===== config.mk =====
export PLATFORM = sky130hd
export DESIGN_NAME = hilo_unit_flat
export DESIGN_NICKNAME = d
export VERILOG_FILES = /design/src/rtl/hilo_if.sv /design/src/rtl/hilo_unit.sv /design/src/flat_wrapper.sv
export SDC_FILE = /design/constraint.sdc
export NUM_CORES = 1
export LEC_CHECK = 0
export BUFFER_PORTS_ARGS = -buffer_cell sky130_fd_sc_hd__buf_2
export CAP_MARGIN = 20
export CELL_PAD_IN_SITES_DETAIL_PLACEMENT = 0
export CELL_PAD_IN_SITES_GLOBAL_PLACEMENT = 2
export CORE_UTILIZATION = 25
export DETAILED_ROUTE_END_ITERATION = 7
export PLACE_DENSITY = 0.86
export SLEW_MARGIN = 25
export SYNTH_ARGS = -nofsm -noshare
export SYNTH_HDL_FRONTEND = slang
export SYNTH_SLANG_ARGS = --single-unit

===== constraint.sdc =====
create_clock -name clk -period 2.5 [get_ports clk]
set_input_delay 0.5 -clock clk [delete_from_list [all_inputs] [get_ports clk]]
set_output_delay 0.5 -clock clk [all_outputs]
set_load 0.1 [all_outputs]

===== src/rtl/hilo_if.sv =====
// ---------------------------------------------------------------------------
// hilo_if -- bundle between the HI/LO unit and its surroundings
//
// Handshake: start is the request (valid) and !busy is the acceptance
// (ready). A start is consumed only on a rising edge where busy==0; while
// busy==1 the issuer must hold off, because a start seen then is dropped.
// done is a one-cycle pulse the cycle after HI/LO commit a product.
//
// Modports:
//   master : issuer + external multiplier (drives requests, moves, product)
//   slave  : hilo_unit (drives operands to multiplier, hi/lo, busy, done)
//
// Signals:
//   start, sign_in, acc_in, op_a, op_b : multiply issue
//   mul_a, mul_b, mul_sign             : registered operands to multiplier
//   mul_hi, mul_lo                     : combinational product back
//   mthi, mtlo, wdata                  : register moves
//   hi, lo, busy, done                 : architectural state / status
//   dbg_state                          : FSM state (0=IDLE, 1=WAIT)
// ---------------------------------------------------------------------------
interface hilo_if;
  logic        start;
  logic        sign_in;
  logic        acc_in;
  logic [31:0] op_a;
  logic [31:0] op_b;
  logic [31:0] mul_a;
  logic [31:0] mul_b;
  logic        mul_sign;
  logic [31:0] mul_hi;
  logic [31:0] mul_lo;
  logic        mthi;
  logic        mtlo;
  logic [31:0] wdata;
  logic [31:0] hi;
  logic [31:0] lo;
  logic        busy;
  logic        done;
  logic        dbg_state;

  modport master (
    output start, sign_in, acc_in, op_a, op_b,
    output mul_hi, mul_lo,
    output mthi, mtlo, wdata,
    input  mul_a, mul_b, mul_sign,
    input  hi, lo, busy, done, dbg_state
  );

  modport slave (
    input  start, sign_in, acc_in, op_a, op_b,
    input  mul_hi, mul_lo,
    input  mthi, mtlo, wdata,
    output mul_a, mul_b, mul_sign,
    output hi, lo, busy, done, dbg_state
  );
endinterface


===== src/rtl/hilo_unit.sv =====
// ---------------------------------------------------------------------------
// hilo_unit -- HI/LO architectural registers and multicycle multiply sequencer
//
// On an accepted start the operands are registered onto mul_a/mul_b/mul_sign
// and held for MUL_LAT cycles while the external combinational multiplier
// settles (multicycle path), then mul_hi/mul_lo are captured into HI/LO.
// MTHI/MTLO write the registers directly; a move during a multiply cancels it.
//
// Parameters:
//   MUL_LAT : cycles operands are held before capture (1..15)
//
// Ports:
//   clk   : rising-edge clock
//   rst_n : asynchronous active-low reset
//   bus   : hilo_if.slave (see interface file for signal list)
//
// Optional feature: define HILO_MADD_EN to make a start with acc_in=1
// accumulate ({hi,lo} += product, modulo 2^64) instead of overwriting.
// ---------------------------------------------------------------------------
module hilo_unit #(
  parameter int unsigned MUL_LAT = 2
) (
  input  logic    clk,
  input  logic    rst_n,
  hilo_if.slave   bus
);

  localparam logic [3:0] LP_CNT_INIT = 4'(MUL_LAT - 1);

  typedef enum logic {
    S_IDLE = 1'b0,
    S_WAIT = 1'b1
  } state_t;

  state_t      r_state;
  state_t      w_state_nxt;
  logic [3:0]  r_cnt;
  logic [31:0] r_hi;
  logic [31:0] r_lo;
  logic [31:0] r_mul_a;
  logic [31:0] r_mul_b;
  logic        r_mul_sign;
  logic        r_done;

  logic        w_move;
  logic        w_load;
  logic        w_capture;
  logic [31:0] w_cap_hi;
  logic [31:0] w_cap_lo;

  assign w_move = bus.mthi | bus.mtlo;

  // Next-state and control strobes. A move in WAIT wins over capture, so a
  // cancelled multiply never reaches HI/LO even if cnt has reached zero.
  always_comb begin
    w_state_nxt = r_state;
    w_load      = 1'b0;
    w_capture   = 1'b0;
    case (r_state)
      S_IDLE: begin
        if (bus.start) begin
          w_load      = 1'b1;
          w_state_nxt = S_WAIT;
        end
      end
      S_WAIT: begin
        if (w_move) begin
          w_state_nxt = S_IDLE;
        end else if (r_cnt == 4'd0) begin
          w_capture   = 1'b1;
          w_state_nxt = S_IDLE;
        end
      end
      default: w_state_nxt = S_IDLE;
    endcase
  end

`ifdef HILO_MADD_EN
  logic        r_acc_q;
  logic [63:0] w_sum;

  // 64-bit accumulate; the carry out of bit 63 is dropped.
  assign w_sum = {r_hi, r_lo} + {bus.mul_hi, bus.mul_lo};
  assign {w_cap_hi, w_cap_lo} = r_acc_q ? w_sum : {bus.mul_hi, bus.mul_lo};

  always_ff @(posedge clk or negedge rst_n) begin
    if (!rst_n) begin
      r_acc_q <= 1'b0;
    end else if (w_load) begin
      r_acc_q <= bus.acc_in;
    end
  end
`else
  logic w_unused_acc;

  assign w_unused_acc = bus.acc_in;
  assign w_cap_hi     = bus.mul_hi;
  assign w_cap_lo     = bus.mul_lo;
`endif

  always_ff @(posedge clk or negedge rst_n) begin
    if (!rst_n) begin
      r_state <= S_IDLE;
    end else begin
      r_state <= w_state_nxt;
    end
  end

  // Operand registers only change on acceptance, so they stay stable for
  // the whole WAIT window.
  always_ff @(posedge clk or negedge rst_n) begin
    if (!rst_n) begin
      r_mul_a    <= 32'h0;
      r_mul_b    <= 32'h0;
      r_mul_sign <= 1'b0;
      r_cnt      <= 4'd0;
    end else begin
      if (w_load) begin
        r_mul_a    <= bus.op_a;
        r_mul_b    <= bus.op_b;
        r_mul_sign <= bus.sign_in;
        r_cnt      <= LP_CNT_INIT;
      end else if ((r_state == S_WAIT) && (r_cnt != 4'd0)) begin
        r_cnt <= r_cnt - 4'd1;
      end
    end
  end

  // Capture and moves never coincide (capture requires no move), so each
  // register has a single active writer per edge.
  always_ff @(posedge clk or negedge rst_n) begin
    if (!rst_n) begin
      r_hi   <= 32'h0;
      r_lo   <= 32'h0;
      r_done <= 1'b0;
    end else begin
      r_done <= w_capture;
      if (w_capture) begin
        r_hi <= w_cap_hi;
        r_lo <= w_cap_lo;
      end else begin
        if (bus.mthi) r_hi <= bus.wdata;
        if (bus.mtlo) r_lo <= bus.wdata;
      end
    end
  end

  assign bus.mul_a     = r_mul_a;
  assign bus.mul_b     = r_mul_b;
  assign bus.mul_sign  = r_mul_sign;
  assign bus.hi        = r_hi;
  assign bus.lo        = r_lo;
  assign bus.busy      = (r_state == S_WAIT);
  assign bus.done      = r_done;
  assign bus.dbg_state = (r_state == S_WAIT);

endmodule


===== src/flat_wrapper.sv =====
// flat-port wrapper written by rule: the top's interface ports become plain ports
module hilo_unit_flat 
#(
  parameter int unsigned MUL_LAT = 2
)
  (clk, rst_n, bus_start, bus_sign_in, bus_acc_in, bus_op_a, bus_op_b, bus_mul_hi, bus_mul_lo, bus_mthi, bus_mtlo, bus_wdata, bus_mul_a, bus_mul_b, bus_mul_sign, bus_hi, bus_lo, bus_busy, bus_done, bus_dbg_state);
  hilo_if bus_i ();
  input  logic clk;
  input  logic rst_n;
  input wire logic [$bits(bus_i.start)-1:0] bus_start;
  input wire logic [$bits(bus_i.sign_in)-1:0] bus_sign_in;
  input wire logic [$bits(bus_i.acc_in)-1:0] bus_acc_in;
  input wire logic [$bits(bus_i.op_a)-1:0] bus_op_a;
  input wire logic [$bits(bus_i.op_b)-1:0] bus_op_b;
  input wire logic [$bits(bus_i.mul_hi)-1:0] bus_mul_hi;
  input wire logic [$bits(bus_i.mul_lo)-1:0] bus_mul_lo;
  input wire logic [$bits(bus_i.mthi)-1:0] bus_mthi;
  input wire logic [$bits(bus_i.mtlo)-1:0] bus_mtlo;
  input wire logic [$bits(bus_i.wdata)-1:0] bus_wdata;
  output wire logic [$bits(bus_i.mul_a)-1:0] bus_mul_a;
  output wire logic [$bits(bus_i.mul_b)-1:0] bus_mul_b;
  output wire logic [$bits(bus_i.mul_sign)-1:0] bus_mul_sign;
  output wire logic [$bits(bus_i.hi)-1:0] bus_hi;
  output wire logic [$bits(bus_i.lo)-1:0] bus_lo;
  output wire logic [$bits(bus_i.busy)-1:0] bus_busy;
  output wire logic [$bits(bus_i.done)-1:0] bus_done;
  output wire logic [$bits(bus_i.dbg_state)-1:0] bus_dbg_state;
  assign bus_i.start = bus_start;
  assign bus_i.sign_in = bus_sign_in;
  assign bus_i.acc_in = bus_acc_in;
  assign bus_i.op_a = bus_op_a;
  assign bus_i.op_b = bus_op_b;
  assign bus_i.mul_hi = bus_mul_hi;
  assign bus_i.mul_lo = bus_mul_lo;
  assign bus_i.mthi = bus_mthi;
  assign bus_i.mtlo = bus_mtlo;
  assign bus_i.wdata = bus_wdata;
  assign bus_mul_a = bus_i.mul_a;
  assign bus_mul_b = bus_i.mul_b;
  assign bus_mul_sign = bus_i.mul_sign;
  assign bus_hi = bus_i.hi;
  assign bus_lo = bus_i.lo;
  assign bus_busy = bus_i.busy;
  assign bus_done = bus_i.done;
  assign bus_dbg_state = bus_i.dbg_state;
  hilo_unit #(.MUL_LAT(MUL_LAT)) u_core (.clk(clk), .rst_n(rst_n), .bus(bus_i));
endmodule

==> results of run 1 <==
==> layout make-up <==
type                    instances  area (um2)
inverters                       4        15.0
flip-flops and latches        135        3380
repair buffers                308        1610
well taps                     319         399
clock buffers                  19         433
multi-input cells             343        2500
diodes                          1        2.50
fillers                      2415       15200
clock inverters                13        98.8
==> cell usage in the layout, fill, tap and decap left out, drive strengths merged <==
cell type	Yosys	routed
ha	1	1
nor2b	1	1
mux2i	2	2
nand3b	1	1
mux2	129	129
inv	4	8
nor3	1	1
dfrtp	135	135
diode	0	1
nand2b	2	2
clkinvlp	0	6
nand3	1	1
clkinv	0	3
buf	14	308
a22o	1	1
nor2	3	3
nand2	197	197
o21ai	2	2
o31ai	1	1
or4	1	1
clkbuf	17	19
==> through the flow <==
step	utilization, %	area (um2)	total power, mW
floorplan	-	6050	6.69
global placement	33.5	7910	7.52
detailed placement	33.5	7910	7.55
CTS	35.7	8440	9.92
global route	35.8	8440	10.2
finish	35.8	8440	9.77
==> power by group through the flow <==
stage	clock network (mW)	registers [mW]	logic [mW]
after CTS	2.41	2.84	4.67
after global placement	0	2.86	4.65
final	2.30	2.84	4.63
after detailed placement	0	2.88	4.67
after global routing	2.49	2.90	4.82
after floorplan	0	5.86	0.824
==> kinds of logic (layout without fill, tap and decap cells) <==
kind of cell | Yosys count | in the layout | synth area share [%]
and+or+nand+nor | 207 | 207 | 13.2
DFF | 135 | 135 | 55.8
muxes | 131 | 131 | 27.4
buffers and inverters | 35 | 344 | 3.02
AOI/OAI and AO/OA | 4 | 4 | 0.434
adders and majority gates | 1 | 1 | 0.207
other | 0 | 1 | 0
==> flip-flops by register name, summed over array words and instances (netlist names) <==
register	flops
u_core.bus.mul_a	32
u_core.bus.busy	1
u_core.bus.mul_b	32
u_core.bus.mul_sign	1
u_core.bus.done	1
u_core.bus.hi	32
u_core.r_cnt	4
u_core.bus.lo	32
==> how the worst min path moves through the flow <==
stage                           end  slack (ns)  depth (start not counted)
6_report       u_core.bus.mul_a[12]        0.08                          1
5_1_grt        u_core.bus.mul_a[12]        0.10                          1
3_5_place_dp   u_core.bus.mul_b[28]        0.46                          2
2_1_floorplan       u_core.bus.busy        0.20                          0
4_1_cts        u_core.bus.mul_a[12]        0.09                          1
3_3_place_gp   u_core.bus.mul_b[26]        0.45                          2
==> critical path: cells and delay by family, from the launching register on <==
kind	cells	cell delay, ns
fa+ha+maj	1	0.20
buf+inv	2	0.32
flops	1	0.41
mux	1	0.35
simple gates	2	0.58
==> layer usage <==
metal | part of all wire, % | vias to the layer above
met3 | 9.8 | 15
met4 | 1.5 | 2
met5 | 0.077 | -
met2 | 48 | 201
met1 | 41 | 2182
li1 | - | 2286
==> results_dict.tcl, run 1 <==
set metrics [dict create \
    outcome "completed" \
    syn_to_final_growth_pct 39.5 \
    placed_cells 1109 \
    grt_start_max_net_pins 66 \
    power.combinational.fraction_pct 47.4 \
    synth_area_leader_cell "sky130_fd_sc_hd__dfrtp_1" \
    clkSinkCount 135 \
    rr_startpoint "u_core.r_cnt[0]" \
    core_region_area_um2 23600 \
    final.min_clock_period_ns 2.03 \
    final_min_period_over_clock_period_pct 81.0 \
    synthesis.area_per_instance_um2 11.8 \
    reg_to_reg_critical_path_endpoint "u_core.bus.lo[3]" \
    yosys-top-cells-count "197 x sky130_fd_sc_hd__nand2_1, 135 x sky130_fd_sc_hd__dfrtp_1, 80 x sky130_fd_sc_hd__mux2_2, 49 x sky130_fd_sc_hd__mux2_4, 17 x sky130_fd_sc_hd__clkbuf_1" \
    post_layout_nonfiller_instances 1142 \
    endpoint_kind "register" \
    via_per_inst 4.10 \
    gr-usage-met2_pct 23.0 \
    hp-class "in -> async" \
    route.vias.total 4686 \
    place.port_buffers 297 \
    synthesis.nets 681 \
    worstPathArrival_ns 2.32 \
    via_count_of_the_first_global_routing_pass 4833 \
    power-per-cell-area_nw_per_um2 1160 \
    fin_ws_ns 0.475 \
    power_leakage_nw 4.56 \
    dpl.hpwl_um 12100 \
    power_frac_seq_pct 29.0 \
    post_route_cells_drive_above_1_share_pct 57.2 \
    rrSetupSlack_ns 0.47 \
    gpl.final_weighted_congestion 0.727 \
    worst_ir_drop_vdd_uv 433 \
    maxSlewViolCount 0 \
    clock-skew-final_ns 0.00678 \
    holdWs_ns 0.0754 \
    net_switching_fraction_of_the_power_pct 51.2 \
    cts.htree.levels 4 \
    layout.nets 977 \
    initial_core_util_pct 25.6 \
    finalHoldViolCount 0 \
    first_pass_grt_wire_length_um 25600 \
    timing.setup.critical_path_class "reg -> reg" \
    numCtsBuffers 17 \
    synth_area_leaders "sky130_fd_sc_hd__dfrtp_1 56%, sky130_fd_sc_hd__mux2_2 15%, sky130_fd_sc_hd__nand2_1 12%" \
    cts_max_path_buffers 2 \
    critical-path-slowest-cell "sky130_fd_sc_hd__or4_4" \
    finalSetupTns_ns 0 \
    setup-violations-final 0 \
    yosys.area.top_type_share_pct 55.8 \
    synth_seq_area_share_pct 55.8 \
    dominantRegCellSynth "sky130_fd_sc_hd__dfrtp_1" \
    power_switching_mw 5.00 \
    ant_nets 0 \
    wire_per_inst_um 14.7 \
    clock_power_share_pct 23.6 \
    crit_path_cell_trace "inv_1, ha_1, nand3b_1, or4_4, buf_12, mux2_4" \
    finalWirelength_um 16800 \
    critical_path.startpoint "u_core.r_cnt[0]" \
    critPathMaxFanout 65 \
    total_iterations_of_the_first_detailed_routing_run 4 \
    std_cell_rows 56 \
    die-area_um2 24800 \
    worst_skew_pair.late_latency_ns 0.41 \
    setup.worst_path.start_class "register" \
    synth-edff-count 0 \
    grt_setup_unrepaired "false" \
    crit_path_max_incr_delay_ns 0.45 \
    slew_headroom_pct 56.1 \
    clkSlewWorstSetupHoldPaths_ns 0.06 \
    synth.lib_cells_used.distinct 22 \
    antenna_found_initial 2 \
    grt_util_all_layers_pct 13.6 \
    drc 0 \
    post_synth_instance_area_um2 6050 \
    detail_route.iter0.violations 165 \
    holdBufCountCts 0 \
    global_route.overflow_total 0 \
    synthArstFlopShare_pct 100 \
    timing.reg2reg.worst_path_depth 6 \
    post_synth_inst_count 513 \
    critical_path.endpoint "u_core.bus.lo[3]" \
    cts.repair_timing.setup_buffer_count 0 \
    tritoncts "built" \
    grt-busiest-layer "met2" \
    power.internal_mw 4.77 \
    critical_path_required_ns 2.79 \
    timing_worst_slew_pin_value_ns 0.658 \
    globalRouteMet3Util_pct 5.94 \
    cts_resized 0 \
    die_height_um 158 \
    grt.met1_usage_pct 15.0 \
    synthesis.yosys.warnings 0 \
    max_clock_freq_ghz 0.494 \
    cts-root-buf "sky130_fd_sc_hd__clkbuf_16" \
    ioPinCount 299 \
    pre_cts_ws_ns 0.487 \
    ys_ff_latch 135 \
    post-synth-top-count-cell "sky130_fd_sc_hd__nand2_1" \
    max_cap_violations 0 \
    floorplan.die.width_um 158 \
]
Power figures use the tool's default switching activity.
==> inputs of run 2 (changes only) <==
Settings changed: PLACE_DENSITY 0.86 to 0.89.
Clock period 2.5 ns to 1.8 ns, I/O delays scaled along.
==> run 2 against run 1 <==
The flow now finishes with violations (negative setup slack); sequential power up 38%; wire length decreased by 0.94%; critical path type unchanged; cell area grew 1.5%; total power is 40% higher; core utilization up 0.52 points; largest power group unchanged; worst hold slack improved by 0.051 ns.
==> results_dict.tcl, run 2 (synthesis gave the netlist of run 1 again) <==
set metrics [dict create \
    clkSlewWorstSetupHoldPaths_ns 0.06 \
    die-area_um2 24800 \
    layout.cells.most_common "sky130_fd_sc_hd__buf_2" \
    core_region_area_um2 23600 \
    via_per_inst 4.12 \
    timing.setup.critical_path_class "reg -> reg" \
    die_height_um 158 \
    globalRouteMet3Util_pct 6.05 \
    cts.repair_timing.setup_buffer_count 0 \
    setup-violations-final 58 \
    gr-usage-met2_pct 22.9 \
    syn_to_final_growth_pct 41.5 \
    worstPathArrival_ns 2.18 \
    final.min_clock_period_ns 1.88 \
    fin_util_pct 36.3 \
    net_switching_fraction_of_the_power_pct 50.6 \
    detail_route.iter0.violations 213 \
    critPathMaxFanout 43 \
    post_route_cells_drive_above_1_share_pct 57.8 \
    power-per-cell-area_nw_per_um2 1600 \
    ioPinCount 299 \
    layout.nets 986 \
    via_count_of_the_first_global_routing_pass 4791 \
    power.internal_mw 6.78 \
    power_switching_mw 6.95 \
    power_frac_seq_pct 28.7 \
    clkSinkCount 135 \
    cts_max_path_buffers 2 \
    finalHoldViolCount 0 \
    hold-path-cell-count 3 \
    setup.worst_path.start_class "register" \
    initial_core_util_pct 25.6 \
    critical_path_required_ns 2.10 \
    dpl.hpwl_um 12300 \
    critical-path-slowest-cell "sky130_fd_sc_hd__or4_4" \
    finalSetupTns_ns -3.10 \
    power.total_mw 13.7 \
    worst_ir_drop_vdd_uv 656 \
    crit_path_max_incr_delay_ns 0.46 \
    worst_skew_pair.late_latency_ns 0.42 \
    final_min_period_over_clock_period_pct 104 \
    outcome "complete, but fails checks" \
    cts.htree.levels 4 \
    clock_power_share_pct 23.7 \
    antenna_found_initial 0 \
    timing_worst_slew_pin_value_ns 0.505 \
    cts-root-buf "sky130_fd_sc_hd__clkbuf_16" \
    place.port_buffers 297 \
    fin_ws_ns -0.0775 \
    total_iterations_of_the_first_detailed_routing_run 5 \
    global_route.overflow_total 0 \
    grt-busiest-layer "met2" \
    endpoint_kind "register" \
    crit_path_cell_trace "inv_1, ha_1, nand3b_1, or4_4, buf_12, mux2_4" \
    gpl.final_weighted_congestion 0.739 \
    finalWirelength_um 16700 \
    std_cell_rows 56 \
    grt_start_max_net_pins 66 \
    ant_nets 0 \
    max_cap_violations 0 \
    wire_per_inst_um 14.5 \
    drc 0 \
    antenna_cells_inserted 0 \
    timing.reg2reg.worst_path_depth 6 \
    floorplan.die.width_um 158 \
    hp-class "in -> reg" \
    violations_in_the_final_reports "negative setup slack" \
    mostFrequentLayoutCells "294 x sky130_fd_sc_hd__buf_2, 197 x sky130_fd_sc_hd__nand2_1, 134 x sky130_fd_sc_hd__dfrtp_1" \
    grt_util_all_layers_pct 13.5 \
    clock-skew-final_ns 0.0118 \
    power_leakage_nw 4.63 \
    maxSlewViolCount 0 \
    power.combinational.fraction_pct 47.6 \
    grt_setup_unrepaired "true" \
    slew_headroom_pct 66.0 \
    max_clock_freq_ghz 0.533 \
    fillerInstances 2379 \
    grt.met1_usage_pct 15.2 \
    tritoncts "built" \
    first_pass_grt_wire_length_um 25500 \
    numCtsBuffers 17 \
    route.vias.total 4738 \
]
## run 2: cell types whose count changed in the layout (fill, tap and decap cells not counted), sizes merged
cell	delta
buf	+8
clkbuf	+1
clkinv	+2
clkinvlp	-2
diode	-1
dlygate4sd3	+1
inv	-1
## run 2: path summary, 6_finish.rpt
check / slack [ns] / start / to
setup / recovery: -0.08 / u_core.r_cnt[0] / u_core.bus.lo[4]
hold / removal: 0.13 / bus_op_a[24] / u_core.bus.mul_a[24]
setup reg to reg: -0.08 / u_core.r_cnt[0] / u_core.bus.lo[4]
hold reg to reg: 0.47 / u_core.bus.mul_a[18] / u_core.bus.mul_a[18]
max in group asynchronous: 0.75 / rst_n / u_core.r_cnt[0]
min in group asynchronous: 0.42 / rst_n / u_core.bus.mul_a[19]
## run 2: layout make-up
class                      count  area, um2  share of cell area [%]
clock buffer                  20        457                    5.33
clock inverter                12       96.3                    1.12
inverter                       4       15.0                   0.175
multi-input combinational    343       2500                    29.2
sequential                   135       3380                    39.5
tap                          319        399                    4.66
timing repair buffer         317       1710                    20.0
## run 2: critical path: cells and delay by family, from the launching register on
kind | cells | cell delay, ns
adder cells (fa/ha/maj) | 1 | 0.17
buffers and inverters | 2 | 0.28
flip-flops | 1 | 0.38
multiplexers | 1 | 0.33
AND/OR/NAND/NOR | 2 | 0.57
## run 2: routing by layer
layer,vias up,wire [um]
met5,-,0
met4,0,158
met3,10,1520
met2,208,8070
met1,2225,6910
li1,2295,-
## run 2: power groups by stage
stage	Clock [mW]	Combinational, mW	Sequential [mW]
detailed placement	0	6.58	3.98
global route	3.53	6.81	4.01
finish	3.26	6.54	3.93
CTS	3.41	6.59	3.94
floorplan	0	1.14	8.15
global placement	0	6.55	3.98
## run 2: timing repair
action                                 CTS  global route
cloned                                   0             0
resized for setup                        1             0
pin swaps                                0             0
endpoints found under the hold margin   29             0
hold buffers                             1             0
setup endpoints to repair               63            64
## run 2: metrics by stage
stage	std cells	hold WS [ns]	cell area (um2)	setup slack, ns
after floorplan	513	0.0644	6060	-0.0932
after global placement	1117	0.290	8000	-0.0477
after detailed placement	1117	0.286	8000	-0.0605
after CTS	1150	0.101	8570	-0.0868
after global routing	1150	0.101	8570	-0.163
final	1150	0.127	8570	-0.0775
